===== config.mk =====
export PLATFORM = sky130hd
export DESIGN_NAME = insn_prefetch
export DESIGN_NICKNAME = d
export VERILOG_FILES = /design/src/rtl/insn_prefetch.sv
export SDC_FILE = /design/constraint.sdc
export NUM_CORES = 1
export LEC_CHECK = 0
export BUFFER_PORTS_ARGS = -buffer_cell sky130_fd_sc_hd__buf_2
export CAP_MARGIN = 20
export CORE_MARGIN = 2
export CORE_UTILIZATION = 40
export DETAILED_ROUTE_END_ITERATION = 6
export GPL_TIMING_DRIVEN = 0
export MAX_ROUTING_LAYER = met4
export RECOVER_POWER = 25
export SLEW_MARGIN = 25
export SYNTH_ARGS = -nofsm -noshare
export SYNTH_HDL_FRONTEND = slang
export SYNTH_SLANG_ARGS = --single-unit

===== constraint.sdc =====
create_clock -name clk -period 6.8 [get_ports clk]
set_input_delay 0.34 -clock clk [delete_from_list [all_inputs] [get_ports clk]]
set_output_delay 0.34 -clock clk [all_outputs]
set_load 0.005 [all_outputs]

===== src/rtl/insn_prefetch.sv =====
// Sequential instruction prefetch buffer. It issues one external word read at a time
// into a small FIFO and presents the FIFO head, registered, to the core's fetch stage.
module insn_prefetch #(
  parameter int ADDR_W = 8,
  parameter int DATA_W = 32,
  parameter int DEPTH  = 4
) (
  input  logic              clk,
  input  logic              rst,
  input  logic              redirect_valid,
  input  logic [ADDR_W-1:0] redirect_addr,
  output logic              insn_valid,
  input  logic              insn_ready,
  output logic [DATA_W-1:0] insn_data,
  output logic [ADDR_W-1:0] insn_addr,
  output logic              ext_mem_valid,
  input  logic              ext_mem_ready,
  output logic [ADDR_W-1:0] ext_mem_addr,
  input  logic [DATA_W-1:0] ext_mem_rdata
);
  localparam int PTR_W = $clog2(DEPTH);
  localparam int ENT_W = ADDR_W + DATA_W;

  logic [ENT_W-1:0]  mem [DEPTH];
  logic [PTR_W-1:0]  rd_ptr;
  logic [PTR_W-1:0]  wr_ptr;
  logic [PTR_W:0]    count;
  logic [ADDR_W-1:0] fetch_addr;
  logic              drop;

  logic              complete;
  logic              push;
  logic              pop;
  logic [PTR_W:0]    count_next;
  logic              can_issue;
  logic [PTR_W-1:0]  head_idx;
  logic              head_from_push;
  logic [ENT_W-1:0]  head_next;

  // ext_mem_valid doubles as the "request pending" flag.
  always_comb begin
    complete       = ext_mem_valid && ext_mem_ready;
    push           = complete && !drop && !redirect_valid;
    pop            = insn_valid && insn_ready && !redirect_valid;
    count_next     = count + (PTR_W+1)'(push) - (PTR_W+1)'(pop);
    can_issue      = (!ext_mem_valid || complete) && (count_next < (PTR_W+1)'(DEPTH));
    head_idx       = pop ? rd_ptr + PTR_W'(1) : rd_ptr;
    // When nothing older survives this edge, the new head is the word arriving now.
    head_from_push = push && (count == (PTR_W+1)'(pop));
    head_next      = head_from_push ? {ext_mem_addr, ext_mem_rdata} : mem[head_idx];
  end

  always_ff @(posedge clk) begin
    if (push && !rst) begin
      mem[wr_ptr] <= {ext_mem_addr, ext_mem_rdata};
    end
  end

  always_ff @(posedge clk) begin
    if (rst) begin
      rd_ptr        <= '0;
      wr_ptr        <= '0;
      count         <= '0;
      fetch_addr    <= '0;
      drop          <= 1'b0;
      insn_valid    <= 1'b0;
      insn_data     <= '0;
      insn_addr     <= '0;
      ext_mem_valid <= 1'b0;
      ext_mem_addr  <= '0;
    end else if (redirect_valid) begin
      rd_ptr     <= '0;
      wr_ptr     <= '0;
      count      <= '0;
      insn_valid <= 1'b0;
      fetch_addr <= redirect_addr;
      if (ext_mem_valid && !ext_mem_ready) begin
        // Leave the stale request on the bus and throw its data away when it lands.
        drop <= 1'b1;
      end else if (complete) begin
        drop          <= 1'b0;
        ext_mem_valid <= 1'b0;
      end else begin
        ext_mem_valid <= 1'b1;
        ext_mem_addr  <= redirect_addr;
        fetch_addr    <= redirect_addr + ADDR_W'(1);
      end
    end else begin
      if (push) begin
        wr_ptr <= wr_ptr + PTR_W'(1);
      end
      if (pop) begin
        rd_ptr <= rd_ptr + PTR_W'(1);
      end
      count      <= count_next;
      insn_valid <= (count_next != '0);
      if ((push || pop) && (count_next != '0)) begin
        {insn_addr, insn_data} <= head_next;
      end
      if (complete) begin
        drop <= 1'b0;
      end
      if (can_issue) begin
        ext_mem_valid <= 1'b1;
        ext_mem_addr  <= fetch_addr;
        fetch_addr    <= fetch_addr + ADDR_W'(1);
      end else if (complete) begin
        ext_mem_valid <= 1'b0;
      end
    end
  end
endmodule


==> impl_metrics.json <==
{
  "status": "finished clean",
  "grt_max_degree": 41,
  "synth_top_family_by_area": "simple AND/OR/NAND/NOR gates",
  "clockRootBuffer": "clkbuf_16",
  "syn_inst": 927,
  "die_w_microns": 167,
  "drive_gt1_frac": 0.164,
  "cpMostUsedCell": "buf_2",
  "synth_xor_area_frac": 0.0172,
  "overflow": 0,
  "antenna_found_initial": 1,
  "clock_path_buffers": 3,
  "hold_ws_ns": 0.0575,
  "dp_cells": 1355,
  "p_leak_nw": 4.25,
  "power_mw": 2.94,
  "cts_hold_buf": 0,
  "postCtsSetupBuffers": 0,
  "clock_sinks": 226,
  "cpPeakStageDelay_ns": 0.84,
  "slew_violations": 0,
  "gp_congestion": 0.795,
  "synth_nets": 980,
  "synth_compound_area_frac": 0.100,
  "ys.flop_type": "edfxtp_1",
  "crit_fanout": 10,
  "required_ns": 7.21,
  "r2r_start": "insn_valid",
  "path_class": "register to register",
  "instances_no_fill": 1401,
  "yosysSeqAreaShare": 0.576,
  "path_delay_family": "buffers and inverters",
  "max_freq_ghz": 0.225,
  "powerDensity_nw_per_um2": 239,
  "start_util": 0.408,
  "hold_viol": 0,
  "r2r_end": "insn_data[20]",
  "avgViaCountPerCell": 5.73,
  "drc": 0,
  "async_flop_share": 0,
  "cts_tree": "done",
  "synthSimpleGateAreaFrac": 0.168,
  "ys_warn_count": 0,
  "num_rows": 59,
  "yosysTopAreaCellShare": 0.451,
  "rsz0062_at_grt": "no",
  "peakVddDrop_mv": 0.207,
  "clk_latency_ns": 0.52,
  "clkTransAtPathRegs_ns": 0.06,
  "post_cts_resized": 0,
  "area_growth_syn_to_layout_pct": 15.4,
  "yosys.area_share.adder": 0.0101,
  "end_kind": "register",
  "ys_ff_latch": 226,
  "post-route-period-util": 0.653,
  "synth_area_sq_um": 10600,
  "io_buffers": 92,
  "arrival_ns": 4.85,
  "grt_pass1_wl_microns": 44500,
  "hp-class": "input port to register",
  "setup_viol": 0,
  "synth.mux.area_fraction": 0.0938,
  "drv_cap": 0,
  "worst-path-buf-inv": 4,
  "ios": 95,
  "synth_edf_count": 160,
  "cts_buffers": 25,
  "synth.most_common_cell": "edfxtp_1",
  "ff2ff_path_depth": 12,
  "drtPass1Iterations": 4,
  "crit_start": "insn_valid",
  "endpoint": "insn_data[20]",
  "h-tree-depth": 1,
  "period_minus_slack_ns": 4.44,
  "tightest_slew_ns": 1.05,
  "nets": 1100,
  "yosysUniqueCellTypes": 43,
  "crit_chain": "nand3b_1, buf_2, buf_2, buf_1, nor2_1, fa_1, xor3_2, nor3b_1, nor3_2, buf_2, nor2_1, a311oi_1",
  "hpwl_microns": 18300,
  "yosysTopAreaCell": "edfxtp_1",
  "grt_usage": 0.209,
  "netlist_top_cells_area": "edfxtp_1, dfxtp_1, mux4_2, nand2_1, nand3_1",
  "totalWireLength_microns": 28900,
  "startpoint_type": "register",
  "timing.slew.headroom": 0.294,
  "path_depth": 12,
  "dieArea_sq_um": 27900,
  "coreArea_sq_um": 26100,
  "ant_nets": 0,
  "clock_skew_ns": 0.00979,
  "tns_ns": 0,
  "netlist_top_cells_count": "edfxtp_1, nand2_1, nor2_1",
  "crit_path_top_delay_cell": "nor3_2",
  "die_h_microns": 167,
  "wl_per_cell_microns": 20.7,
  "avgSynthCellArea_sq_um": 11.5,
  "grt_pass1_vias": 7892,
  "drt_iter0_drc": 651,
  "num_vias": 8023,
  "reg2reg_setup_slack_ns": 2.36
}
[state kept, by name (all words and copies together) (netlist names), 2 cells and up]
| name | count |
|---|---|
| count | 3 |
| ext_mem_addr | 8 |
| rd_ptr | 2 |
| insn_data | 32 |
| mem | 160 |
| fetch_addr | 8 |
| insn_addr | 8 |
| wr_ptr | 2 |
[cell usage in the layout (no fill, tap or decap), types with 12 or more instances in the layout]
| cell type | n |
|---|---|
| clkbuf_1 | 81 |
| o32ai_1 | 38 |
| nand2_1 | 126 |
| nand3_1 | 82 |
| xor2_1 | 13 |
| nand2b_1 | 40 |
| mux2i_1 | 12 |
| a311oi_1 | 40 |
| o21ai_0 | 40 |
| mux4_2 | 38 |
| edfxtp_1 | 160 |
| clkbuf_16 | 25 |
| a211oi_1 | 17 |
| nor2_1 | 107 |
| buf_2 | 88 |
| dfxtp_1 | 66 |
[kinds of logic after synthesis]
kind of cell / Yosys count
fa+ha+maj: 8
xor+xnor: 19
mux: 52
compound gates: 144
buf+inv: 86
flops: 226
simple gates: 392
[worst min path at each step]
stage,from,end,depth (start not counted)
final,ext_mem_ready,drop,2
after global routing,ext_mem_ready,drop,2
after CTS,ext_mem_ready,drop,2
after detailed placement,insn_data[14],insn_data[14],2
after global placement,wr_ptr[0],wr_ptr[0],2
after floorplan,ext_mem_rdata[0],mem[0][0],0
[routing by layer]
metal  wire length [microns]  track usage  share of wire
met4                     735       0.0641          0.025
met2                   14000        0.337           0.48
met1                   12100        0.272           0.42
met3                    2180       0.0362          0.075
met5                       0            -              0
[area by class of cell]
class | count | area (sq um)
fill | 2453 | 13800
sequential | 226 | 6130
multi-input combinational | 615 | 4160
clock buffer | 36 | 697
timing repair buffer | 93 | 445
tap | 335 | 419
buffer | 81 | 349
clock inverter | 9 | 66.3
inverter | 5 | 18.8
antenna | 1 | 2.50
[metrics by stage]
stage | cell area (sq um) | util | worst slack [ns]
5_1_grt | 12300 | 0.471 | 2.12
2_1_floorplan | 10600 | - | 3.66
3_3_place_gp | 11500 | 0.442 | 2.25
3_5_place_dp | 11600 | 0.443 | 2.20
4_1_cts | 12300 | 0.473 | 2.33
6_report | 12300 | 0.471 | 2.36
[where the power goes]
part | internal (mW) | switching, mW
clock | 0.745 | 0.528
sequential | 1.49 | 0.0227
combinational | 0.0555 | 0.0934
total | 2.29 | 0.644
Note: power is estimated with default switching activity, not from simulation.
